[src/rtl/uart_pkg.sv]
// Shared constants and FSM state types for the serial echo design.
package uart_pkg;

    localparam int unsigned DATA_BITS            = 8;
    localparam int unsigned STOP_BITS            = 1;
    localparam int unsigned DEFAULT_CLKS_PER_BIT = 104;

    typedef enum logic [1:0] {
        RX_IDLE,
        RX_START,
        RX_DATA,
        RX_STOP
    } rx_state_e;

    typedef enum logic [1:0] {
        TX_IDLE,
        TX_START,
        TX_DATA,
        TX_STOP
    } tx_state_e;

endpackage

[src/rtl/echo_if.sv]
// Serial pin pair of the echo block; slave is the design side, master the line partner.
interface echo_if;

    logic rx;
    logic tx;

    modport slave  (input  rx, output tx);
    modport master (output rx, input  tx);

endinterface

[src/rtl/baud_tick.sv]
// Loadable down-counter; tick marks the last cycle of a loaded interval.
module baud_tick #(
    parameter int unsigned WIDTH = 8
) (
    input  logic             clk,
    input  logic             rstn,
    input  logic             load,
    input  logic [WIDTH-1:0] load_val,
    output logic             tick
);

    logic [WIDTH-1:0] count_q;
    logic [WIDTH-1:0] count_d;

    // A load of N makes tick fire N cycles after the loading cycle.
    assign tick = (count_q == WIDTH'(1));

    always_comb begin
        count_d = count_q;
        if (load) begin
            count_d = load_val;
        end else if (count_q != '0) begin
            count_d = count_q - WIDTH'(1);
        end
    end

    always_ff @(posedge clk or negedge rstn) begin
        if (!rstn) begin
            count_q <= '0;
        end else begin
            count_q <= count_d;
        end
    end

endmodule

[src/rtl/echo.sv]
// UART 8N1 loopback: synchronizer, receiver FSM, one-byte holding register, transmitter FSM.
module echo
    import uart_pkg::*;
#(
    parameter int unsigned CLKS_PER_BIT = DEFAULT_CLKS_PER_BIT
) (
    input  logic   clk,
    input  logic   rstn,
    echo_if.slave  uart
);

    localparam int unsigned CNT_W = $clog2(CLKS_PER_BIT + 1);
    localparam int unsigned BIT_W = $clog2(DATA_BITS);
    localparam logic [CNT_W-1:0] BIT_LOAD  = CNT_W'(CLKS_PER_BIT);
    localparam logic [CNT_W-1:0] HALF_LOAD = CNT_W'(CLKS_PER_BIT / 2);
    localparam logic [BIT_W-1:0] LAST_BIT  = BIT_W'(DATA_BITS - 1);

    logic rx_meta_q;
    logic rx_sync_q;

    rx_state_e            rx_state_q, rx_state_d;
    logic [BIT_W-1:0]     rx_bits_q, rx_bits_d;
    logic [DATA_BITS-1:0] rx_shreg_q, rx_shreg_d;
    logic                 rx_load;
    logic [CNT_W-1:0]     rx_load_val;
    logic                 rx_tick;
    logic                 rx_done;

    logic [DATA_BITS-1:0] hold_q, hold_d;
    logic                 full_q, full_d;
    logic                 tx_take;

    tx_state_e            tx_state_q, tx_state_d;
    logic [BIT_W-1:0]     tx_bits_q, tx_bits_d;
    logic [DATA_BITS-1:0] tx_shreg_q, tx_shreg_d;
    logic                 tx_q, tx_d;
    logic                 tx_load;
    logic                 tx_tick;

    always_ff @(posedge clk or negedge rstn) begin
        if (!rstn) begin
            rx_meta_q <= 1'b1;
            rx_sync_q <= 1'b1;
        end else begin
            rx_meta_q <= uart.rx;
            rx_sync_q <= rx_meta_q;
        end
    end

    baud_tick #(.WIDTH(CNT_W)) u_rx_tick (
        .clk      (clk),
        .rstn     (rstn),
        .load     (rx_load),
        .load_val (rx_load_val),
        .tick     (rx_tick)
    );

    baud_tick #(.WIDTH(CNT_W)) u_tx_tick (
        .clk      (clk),
        .rstn     (rstn),
        .load     (tx_load),
        .load_val (BIT_LOAD),
        .tick     (tx_tick)
    );

    always_comb begin
        rx_state_d  = rx_state_q;
        rx_bits_d   = rx_bits_q;
        rx_shreg_d  = rx_shreg_q;
        rx_load     = 1'b0;
        rx_load_val = BIT_LOAD;
        rx_done     = 1'b0;
        case (rx_state_q)
            RX_IDLE: begin
                if (!rx_sync_q) begin
                    rx_state_d  = RX_START;
                    rx_load     = 1'b1;
                    rx_load_val = HALF_LOAD;
                end
            end
            RX_START: begin
                if (rx_tick) begin
                    if (!rx_sync_q) begin
                        rx_state_d = RX_DATA;
                        rx_bits_d  = '0;
                        rx_load    = 1'b1;
                    end else begin
                        rx_state_d = RX_IDLE;
                    end
                end
            end
            RX_DATA: begin
                if (rx_tick) begin
                    rx_shreg_d = {rx_sync_q, rx_shreg_q[DATA_BITS-1:1]};
                    rx_load    = 1'b1;
                    if (rx_bits_q == LAST_BIT) begin
                        rx_state_d = RX_STOP;
                    end else begin
                        rx_bits_d = rx_bits_q + BIT_W'(1);
                    end
                end
            end
            RX_STOP: begin
                // Back to idle at mid-stop so the next start edge is not missed.
                if (rx_tick) begin
                    rx_done    = rx_sync_q;
                    rx_state_d = RX_IDLE;
                end
            end
            default: rx_state_d = RX_IDLE;
        endcase
    end

    assign tx_take = (tx_state_q == TX_IDLE) && full_q;

    // A write coinciding with the transmitter's load is accepted, not an overrun.
    always_comb begin
        hold_d = hold_q;
        full_d = full_q;
        if (tx_take) begin
            full_d = 1'b0;
        end
        if (rx_done && (!full_q || tx_take)) begin
            hold_d = rx_shreg_q;
            full_d = 1'b1;
        end
    end

    always_comb begin
        tx_state_d = tx_state_q;
        tx_bits_d  = tx_bits_q;
        tx_shreg_d = tx_shreg_q;
        tx_d       = tx_q;
        tx_load    = 1'b0;
        case (tx_state_q)
            TX_IDLE: begin
                if (full_q) begin
                    tx_state_d = TX_START;
                    tx_shreg_d = hold_q;
                    tx_bits_d  = '0;
                    tx_d       = 1'b0;
                    tx_load    = 1'b1;
                end
            end
            TX_START: begin
                if (tx_tick) begin
                    tx_state_d = TX_DATA;
                    tx_d       = tx_shreg_q[0];
                    tx_shreg_d = {1'b0, tx_shreg_q[DATA_BITS-1:1]};
                    tx_load    = 1'b1;
                end
            end
            TX_DATA: begin
                if (tx_tick) begin
                    tx_load = 1'b1;
                    if (tx_bits_q == LAST_BIT) begin
                        tx_state_d = TX_STOP;
                        tx_d       = 1'b1;
                    end else begin
                        tx_d       = tx_shreg_q[0];
                        tx_shreg_d = {1'b0, tx_shreg_q[DATA_BITS-1:1]};
                        tx_bits_d  = tx_bits_q + BIT_W'(1);
                    end
                end
            end
            TX_STOP: begin
                if (tx_tick) begin
                    tx_state_d = TX_IDLE;
                end
            end
            default: tx_state_d = TX_IDLE;
        endcase
    end

    always_ff @(posedge clk or negedge rstn) begin
        if (!rstn) begin
            rx_state_q <= RX_IDLE;
            rx_bits_q  <= '0;
            rx_shreg_q <= '0;
            hold_q     <= '0;
            full_q     <= 1'b0;
            tx_state_q <= TX_IDLE;
            tx_bits_q  <= '0;
            tx_shreg_q <= '0;
            tx_q       <= 1'b1;
        end else begin
            rx_state_q <= rx_state_d;
            rx_bits_q  <= rx_bits_d;
            rx_shreg_q <= rx_shreg_d;
            hold_q     <= hold_d;
            full_q     <= full_d;
            tx_state_q <= tx_state_d;
            tx_bits_q  <= tx_bits_d;
            tx_shreg_q <= tx_shreg_d;
            tx_q       <= tx_d;
        end
    end

    assign uart.tx = tx_q;

endmodule

[src/flat_wrapper.sv]
// flat-port wrapper written by rule: the top's interface ports become plain ports
module echo_flat import uart_pkg::*;
#(
    parameter int unsigned CLKS_PER_BIT = DEFAULT_CLKS_PER_BIT
)
  (clk, rstn, uart_rx, uart_tx);
  echo_if uart_i ();
  input  logic clk;
  input  logic rstn;
  input wire logic [$bits(uart_i.rx)-1:0] uart_rx;
  output wire logic [$bits(uart_i.tx)-1:0] uart_tx;
  assign uart_i.rx = uart_rx;
  assign uart_tx = uart_i.tx;
  echo #(.CLKS_PER_BIT(CLKS_PER_BIT)) u_core (.clk(clk), .rstn(rstn), .uart(uart_i));
endmodule
[config.mk]
export PLATFORM = sky130hd
export DESIGN_NAME = echo_flat
export DESIGN_NICKNAME = d
export VERILOG_FILES = /design/src/rtl/uart_pkg.sv /design/src/rtl/echo_if.sv /design/src/rtl/baud_tick.sv /design/src/rtl/echo.sv /design/src/flat_wrapper.sv
export SDC_FILE = /design/constraint.sdc
export NUM_CORES = 1
export LEC_CHECK = 0
export BUFFER_PORTS_ARGS = -buffer_cell sky130_fd_sc_hd__buf_2
export CAP_MARGIN = 20
export CORE_UTILIZATION = 38
export DETAILED_ROUTE_END_ITERATION = 6
export RECOVER_POWER = 25
export SLEW_MARGIN = 20
export SYNTH_ARGS = -nofsm -noshare
export SYNTH_HDL_FRONTEND = slang
export SYNTH_HIERARCHICAL = 1
export SYNTH_SLANG_ARGS = --single-unit
[constraint.sdc]
create_clock -name clk -period 2.9 [get_ports clk]
set_clock_uncertainty 0.2 [all_clocks]
set_input_delay 0.29 -clock clk [delete_from_list [all_inputs] [get_ports clk]]
set_output_delay 0.29 -clock clk [all_outputs]
set_load 0.01 [all_outputs]
# [Word level (Yosys, flattened, before mapping)]
# Index checks and enable logic that the tools add are counted.
[totals] output_inout_bits=1 register_bits=52 wordCells=111
[classes] eq_ne=23 reduce_logical=22 n_mux=49 add_sub_neg=4
[ops] cell="two-way mux 7 bit" n=6
[ops] cell="two-way mux 8 bit" n=4
[ops] cell="case mux 8 bit (3 select lines)" n=1
[ops] cell="two-way mux 2 bit" n=11
[ops] cell="two-way mux 3 bit" n=7
[ops] cell="AND reduction 5 bit" n=4
[ops] cell="!= test 2 x 1 -> 1 bit (second input constant)" n=9
[ops] cell="case mux 2 bit (4 select lines)" n=2
[ops] cell="== test 7 x 1 -> 1 bit (second input constant)" n=2
[ops] cell="nonzero test 7 bit" n=2
[ops] cell="subtractor 7 x 1 -> 7 bit (second input constant)" n=2
[ops] cell="two-way mux 1 bit" n=13
[ops] cell="case mux 3 bit (2 select lines)" n=2
[ops] cell="nonzero test 2 bit" n=5
[ops] cell="== test 2 bit (second input constant)" n=4
[ops] cell="!= test 2 bit (second input constant)" n=4
[ops] cell="AND reduction 4 bit" n=2
[ops] cell="adder 3 x 1 -> 3 bit (second input constant)" n=2
[ops] cell="== test 3 bit (second input constant)" n=2
[ops] cell="case mux 1 bit (3 select lines)" n=2
[ops] cell="== test 2 x 1 -> 1 bit (second input constant)" n=2
[ops] cell="logical NOT 2 bit" n=2
[ops] cell="nonzero test 3 bit" n=1
[ops] cell="logical AND 1 bit" n=2
[ops] cell="5 further kinds" n=5

# [Longest topological paths before layout]
# Gate-level depths: netlist (run 1).
[depth] ltp_word=5 ltp_mapped=9 depth_no_buf=8

# [By module]
# The synthesis (run 1) kept the hierarchy.
[by_module_without_submodules] module="echo" cells_per_inst=137 instances=1 area_per_inst_um2=1839.3 seq_area_each_um2=954.7
[by_module_without_submodules] module="baud_tick at u_core.u_tx_tick" cells_per_inst=50 instances=1 area_per_inst_um2=460.4 seq_area_each_um2=175.2
[by_module_without_submodules] module="baud_tick at u_core.u_rx_tick" cells_per_inst=51 instances=1 area_per_inst_um2=454.2 seq_area_each_um2=175.2

# [Worst setup path before layout (run 1)]
# Ideal clock, no wire load.
[synth_path] kind="register to register" start="reg u_core.u_rx_tick.count_q[3]" end="reg u_core.u_rx_tick.count_q[6]" synth_period_minus_slack_ns=2.622 setup_slack_ns=0.278 stages_incl_launch_ff=10 setup_time_ns=0.077 arrival_ns=2.345 path_cell_list="dfrtp_1 or4_1 clkbuf_2 nor3b_1 buf_2 a21oi_1 o21ai_0 clkbuf_1 a31oi_1 a21oi_1"
[synth_between] elab_chain_len=4 elab_cells_between_ends=9
[synth_lines] item="start: declaration" line="baud_tick.sv:12" rtl="logic [WIDTH-1:0] count_q;"
[synth_lines] item="start signal: assignment" line="baud_tick.sv:31" rtl="count_q <= count_d;"
[synth_lines] item="== test 7 x 1 -> 1 bit *" line="baud_tick.sv:16" rtl="assign tick = (count_q == WIDTH'(1));"
[synth_lines] item="named net u_core.rx_tick" line="echo.sv:26" rtl="logic rx_tick;"
[synth_lines] item="two-way mux 1 bit (on tied branches)" line="echo.sv:93, echo.sv:82"
[synth_lines] item="case mux 1 bit (3 select lines) *" line="echo.sv:73" rtl="case (rx_state_q)"
[synth_lines] item="named net u_core.rx_load" line="echo.sv:24" rtl="logic rx_load;"
[synth_lines] item="two-way mux 7 bit or nonzero test 2 bit (tied branches)"
# Mark *: on every way through the listed nets, which the timed path passes. The rest lies on a longest branch. The select of a mux whose other input is x is not followed.
# A chain may end at the register's enable or synchronous reset.

# [Final worst setup path (run 1)]
[layout_path] start="reg u_core.u_rx_tick.count_q[3]" end="reg u_core.hold_q[3]"
[layout_between] elab_chain_len=4
[layout_lines] item="== test 7 x 1 -> 1 bit" line="baud_tick.sv:16"
[layout_lines] item="named net u_core.rx_tick" line="echo.sv:26"
[layout_lines] item="two-way mux 1 bit" line="echo.sv:105" rtl="if (rx_tick) begin"
[layout_lines] item="two-way mux 1 bit" line="echo.sv:73"
[layout_lines] item="logical AND 1 bit" line="echo.sv:123" rtl="if (rx_done && (!full_q || tx_take)) begin"
[layout_lines] item="end signal: assignment" line="echo.sv:190" rtl="hold_q <= hold_d;"
[layout_lines] item="end: declaration" line="echo.sv:29" rtl="logic [DATA_BITS-1:0] hold_q, hold_d;"
# The timed path passes the listed nets, and every way through them passes these cells.

==> out/metrics.cfg, run 1 <==
[sta]
hold_viol_final = 0
rsz0062_at_grt = no
setup_viol = 0
slew_headroom_pct = 14.6
finalCriticalPeriod_ns = 2.73
period_share_pct = 94.3
fin_ws_ns = 0.166
clock.fmax_mhz = 366
tightest_slew_ns = 1.28
tns_ns = 0
drv_slew = 0

[hold_path]
hp-class = reg -> reg

[layout]
instances_no_fill = 354
final_core_util_pct = 44.1
layout.nets = 276
diodes = 0
drive_above_1_share_pct = 26.7
layout_commonest_cell = dfrtp_1
layout_common_cells = dfrtp_1 (49), mux2_2 (36), inv_1 (17)
areaGrowthSynthToFinish_pct = 10.7

[synthesis]
synthFlopType = dfrtp_1
synth_edf_count = 0
post_synth_and_or_nand_nor_area_fraction_pct = 12.3
synthAdderAreaFrac_pct = 7.27
synth_top_family_by_area = multiplexers
syn-mean-instance-area_um2 = 11.6
synth_area_um2 = 2750
seq_area_frac_synth_pct = 47.4
synth_top_area_share_pct = 44.5
synth_compound_area_share_pct = 11.8
synth_top_cell_by_area = dfrtp_1
synth-xor-area-share_pct = 1.91
syn_inst = 238
synthMuxAreaShare_pct = 15.4
synth_cell_type_count = 50
synthTopCellsByArea = dfrtp_1 (45%), mux2_2 (15%), ha_1 (7.3%), dfstp_2 (2.9%), inv_1 (2.3%)
synth-seq-cells = 52
async_reset_ff_share_pct = 100
yosys_warnings = 6

[place]
portBuffers = 3
gp_congestion = 0.770
hpwlAfterDp_mm = 3.11
pre_cts_slack_ns = 0.187
place_inst = 344

[floorplanning]
core_area_um2 = 6910
die_w_um = 87.1
placementRows = 30
pin_count = 4
start_util_pct = 39.9
die-height_um = 87.1
die_area_um2 = 7590

[worst_setup_path]
start_kind = flop
path_cells = or4_1 > nor3b_1 > nand4_1 > a21oi_2 > mux2_2
worst-path-buf-inv = 0
worstPathMaxFanout = 8
cp.required_ns = 2.91
cpPeakStageDelay_ns = 0.56
cp-end-kind = flop
crit_family = simple AND/OR/NAND/NOR gates
cp_slowest_cell = or4_1
crit_arrival_ns = 2.74
critPathKind = reg -> reg

[global_routing]
grt_max_degree = 53
grt.total_usage_pct = 13.7
antenna_found_initial = 0
overflow = 0
grt_pass1_wl_mm = 8.06
first_global_vias = 1734

[route]
wirelength_mm = 4.52
viasPerCell = 4.81
drt_iter0_drc = 76
drc = 0
vias = 1701
first_pass_iters = 4
ant_nets = 0
avgRoutedWirePerCell_um = 12.8

[clock_network]
cts_hold_buf = 2
numCtsBuffers = 5
post_cts_buffers = 0
clock_latency_ns = 0.31
cts_tree = done
cts_resized = 0
clockBufferDepth = 2
htreeDepth = 2
clk_pin_slew_ns = 0.10
cts.sinks = 52
cts-root-buf = clkbuf_8

[power]
vdd_drop_max_mv = 0.315
leakagePower_uw = 0.00141
p_per_area_nw_per_um2 = 826

[flow_run]
maxCapViolCount = 0

[run_status]
status = complete, no violations

==> cells in the mapped netlist (all sizes together), types with 3 or more instances <==
master,n
nand2,15
dfstp,3
nor4,3
nor2b,4
clkbuf,6
o31ai,8
nor3,10
inv,17
nor3b,4
a221oi,3
a22o,4
nand3,3
a21oi,7
a31oi,3
mux2,36
o21ai,5
nor2,8
dfrtp,49
xnor2,6
ha,16
==> through the flow <==
stage / cell area, um2 / total power [uW] / hold slack (ns)
after floorplan: 2780 / 1870 / -0.206
after global placement: 2940 / 2070 / 0.146
after detailed placement: 2940 / 2090 / 0.151
after CTS: 3050 / 2550 / 0.178
after global routing: 3050 / 2710 / 0.183
final: 3050 / 2520 / 0.170
==> flip-flops by register name (all words and copies together) (netlist names), named ones only <==
signal,count
u_core/u_rx_tick/count_q,7
u_core/rx_sync_q,1
u_core/full_q,1
u_core/rx_shreg_q,8
u_core/tx_state_q,2
u_core/tx_bits_q,3
u_core/hold_q,8
u_core/tx_shreg_q,8
u_core/rx_state_q,1
u_core/rx_bits_q,3
u_core/uart.tx,1
u_core/rx_meta_q,1
u_core/u_tx_tick/count_q,7
==> cell families (layout without fill, tap and decap cells) <==
family,count (synthesis),count (layout)
xor gates and xnor gates,6,6
DFF,52,52
adders and majority gates,16,16
AOI/OAI and AO/OA,41,41
other,2,10
and+or+nand+nor,58,58
buffers and inverters,25,37
muxes,38,38
==> per-layer routing <==
metal | routed length (um) | vias up | GRT usage (%)
li1 | - | 878 | -
met1 | 2400 | 812 | 18.6
met2 | 1980 | 7 | 21.2
met3 | 87 | 4 | 3.98
met4 | 48 | 0 | 4.02
met5 | 0 | - | 0
==> power by group <==
group	switching [uW]	total, uW	internal, uW
combinational	521	1040	518
clock	260	436	176
sequential	174	1040	869
==> area by class of cell <==
cell class,instances,area [um2]
Clock inverter,3,25.0
Tap cell,96,120
Clock buffer,5,68.8
Multi-Input combinational cell,169,1380
Sequential cell,52,1310
Fill cell,672,3860
Timing Repair Buffer,12,85.1
Inverter,17,63.8
==> worst paths after layout <==
check,start,end,slack (ns),depth (start not counted)
setup / recovery,u_core/u_rx_tick/count_q[3],u_core/hold_q[3],0.17,5
hold / removal,u_core/rx_meta_q,u_core/rx_sync_q,0.17,0
min in group asynchronous,rstn,u_core/u_rx_tick/count_q[5],0.67,3
setup reg to reg,u_core/u_rx_tick/count_q[3],u_core/hold_q[3],0.17,5
max in group asynchronous,rstn,u_core/u_tx_tick/count_q[6],1.06,3
hold reg to reg,u_core/rx_meta_q,u_core/rx_sync_q,0.17,0
Note: power is estimated with default switching activity, not from simulation.
==> run 2: changes to the inputs <==
--- a/config.mk
+++ b/config.mk
@@ -7,8 +7,10 @@
 export LEC_CHECK = 0
 export BUFFER_PORTS_ARGS = -buffer_cell sky130_fd_sc_hd__buf_2
 export CAP_MARGIN = 20
-export CORE_UTILIZATION = 38
+export CORE_MARGIN = 1.5
+export CORE_UTILIZATION = 62
 export DETAILED_ROUTE_END_ITERATION = 6
+export PLACE_DENSITY = 0.79
 export RECOVER_POWER = 25
 export SLEW_MARGIN = 20
 export SYNTH_ARGS = -nofsm -noshare
==> run 2 against run 1 <==
  * Cell count decreased by 13%
  * Clock power decreased by 5.3%
  * Sequential share of layout area increased by 0.95 points
  * Critical path depth increased by 3
  * Flip-flop and latch count unchanged
  * Worst setup slack improved by 0.10 ns
  * Non-clock buffer count decreased by 1
  * Fmax increased by 3.8%
  * Design area decreased by 2.2%
  * Wire length decreased by 1.9%
  * Largest cell class unchanged
==> out/metrics.cfg, run 2 (same netlist as run 1, synthesis figures left out) <==
[run_status]
status = complete, no violations

[power]
total_power_uw = 2500  ; -0.84%
leakagePower_uw = 0.00140  ; -1.2%
p_per_area_nw_per_um2 = 837  ; +1.4%
vdd_drop_max_mv = 0.447  ; +42%

[global_routing]
overflow = 0  ; unchanged
antenna_found_initial = 0  ; unchanged
grt_max_degree = 31  ; -42%
grt_pass1_wl_mm = 7.96  ; -1.3%
first_global_vias = 1810  ; +4.4%
grt.total_usage_pct = 20.2  ; +6.5 points

[worst_setup_path]
cp_slowest_cell = or4_1
worst-path-buf-inv = 2  ; +2
start_kind = flop
cpPeakStageDelay_ns = 0.59  ; +0.03 ns
critPathKind = reg -> reg
path_cells = or4_1 > nor3b_1 > buf_4 > a21oi_1 > o21ai_0 > buf_4 > a21oi_1 > a221oi_1
crit_family = simple AND/OR/NAND/NOR gates
crit_arrival_ns = 2.64  ; -0.10 ns
worstPathMaxFanout = 15  ; +7
cp-end-kind = flop
cp.required_ns = 2.91  ; about the same

[flow_run]
maxCapViolCount = 0  ; unchanged

[floorplanning]
die_area_um2 = 4850  ; -36%
start_util_pct = 63.7  ; +24 points
die_w_um = 69.6  ; -20%
core_area_um2 = 4320  ; -37%
placementRows = 24  ; -20%
die-height_um = 69.6  ; -20%
pin_count = 4  ; unchanged

[route]
ant_nets = 0  ; unchanged
drc = 0  ; unchanged
avgRoutedWirePerCell_um = 14.3  ; +12%
vias = 1775  ; +4.4%
drt_iter0_drc = 95  ; +25%
first_pass_iters = 4  ; unchanged
wirelength_mm = 4.43  ; -1.9%
viasPerCell = 5.74  ; +20%

[clock_network]
clockBufferDepth = 2  ; unchanged
clock_latency_ns = 0.31  ; about the same
cts.sinks = 52  ; unchanged
cts_resized = 0  ; unchanged
clk_pin_slew_ns = 0.10  ; about the same
htreeDepth = 2  ; unchanged
cts_hold_buf = 2  ; unchanged
post_cts_buffers = 0  ; unchanged
cts-root-buf = clkbuf_8
cts_tree = done
numCtsBuffers = 5  ; unchanged

[layout]
multiInputGateArea_um2 = 1380  ; unchanged
layout_common_cells = dfrtp_1 (49), mux2_2 (36), inv_1 (17)
layout.nets = 275  ; -0.36%
reg_top3 = u_core/hold_q x8, u_core/rx_shreg_q x8, u_core/tx_shreg_q x8
diodes = 0  ; unchanged
fill_cells = 326  ; -51%
register_area_um2 = 1310  ; unchanged
areaGrowthSynthToFinish_pct = 8.27
drive_above_1_share_pct = 25.7  ; -1.1 points
layout_commonest_cell = dfrtp_1

[place]
portBuffers = 3  ; unchanged
gp_congestion = 0.772  ; +0.29%
hpwlAfterDp_mm = 3.23  ; +4.0%

[sta]
slew_headroom_pct = 19.6  ; +5.0 points
setup_viol = 0  ; unchanged
tightest_slew_ns = 1.21  ; -0.0747 ns
tns_ns = 0  ; unchanged
clock.fmax_mhz = 380  ; +3.8%
finalCriticalPeriod_ns = 2.63  ; -0.100 ns
hold_viol_final = 0  ; unchanged
period_share_pct = 90.8  ; -3.4 points
drv_slew = 0  ; unchanged
rsz0062_at_grt = no

[hold_path]
hp-class = reg -> reg

## run 2: cell type report
class	instances	area share, %
multi-input cells	169	46.3
flip-flops and latches	52	43.8
repair buffers	11	2.52
clock buffers	5	2.31
well taps	52	2.18
inverters	17	2.14
clock inverters	3	0.797
## run 2: path summary, 6_finish.rpt
kind	from	to	slack, ns	cells past startpoint
worst max-delay path	u_core/u_rx_tick/count_q[3]	u_core/u_rx_tick/count_q[5]	0.27	8
worst min-delay path	u_core/rx_meta_q	u_core/rx_sync_q	0.16	0
worst max register to register	u_core/u_rx_tick/count_q[3]	u_core/u_rx_tick/count_q[5]	0.27	8
worst min register to register	u_core/rx_meta_q	u_core/rx_sync_q	0.16	0
max in group asynchronous	rstn	u_core/tx_bits_q[1]	0.64	3
min in group asynchronous	rstn	u_core/u_rx_tick/count_q[2]	0.54	2
## run 2: routing by layer
layer	track usage (%)	up-vias	wire length, um
met3	3.05	8	90
met2	34.5	22	2240
met4	7.05	0	76
met1	26.3	862	2030
li1	-	883	-
met5	0	-	0
## run 2: stage by stage
stage	area, um2	utilization (%)	setup slack (ns)	hold slack [ns]	std cells
2_1_floorplan	2780	-	0.278	-0.206	246
3_5_place_dp	2870	66.5	0.284	0.0892	299
4_1_cts	2990	69.1	0.280	0.163	309
5_1_grt	2980	69.0	0.106	0.169	309
3_3_place_gp	2870	66.5	0.412	0.0863	299
6_report	2980	69.0	0.266	0.160	309
## run 2: report_power, final
group / leakage (uW) / switching [uW] / internal [uW]
Combinational: 0.000680 / 533 / 509
Clock: 0.0000404 / 242 / 171
Sequential: 0.000676 / 173 / 869
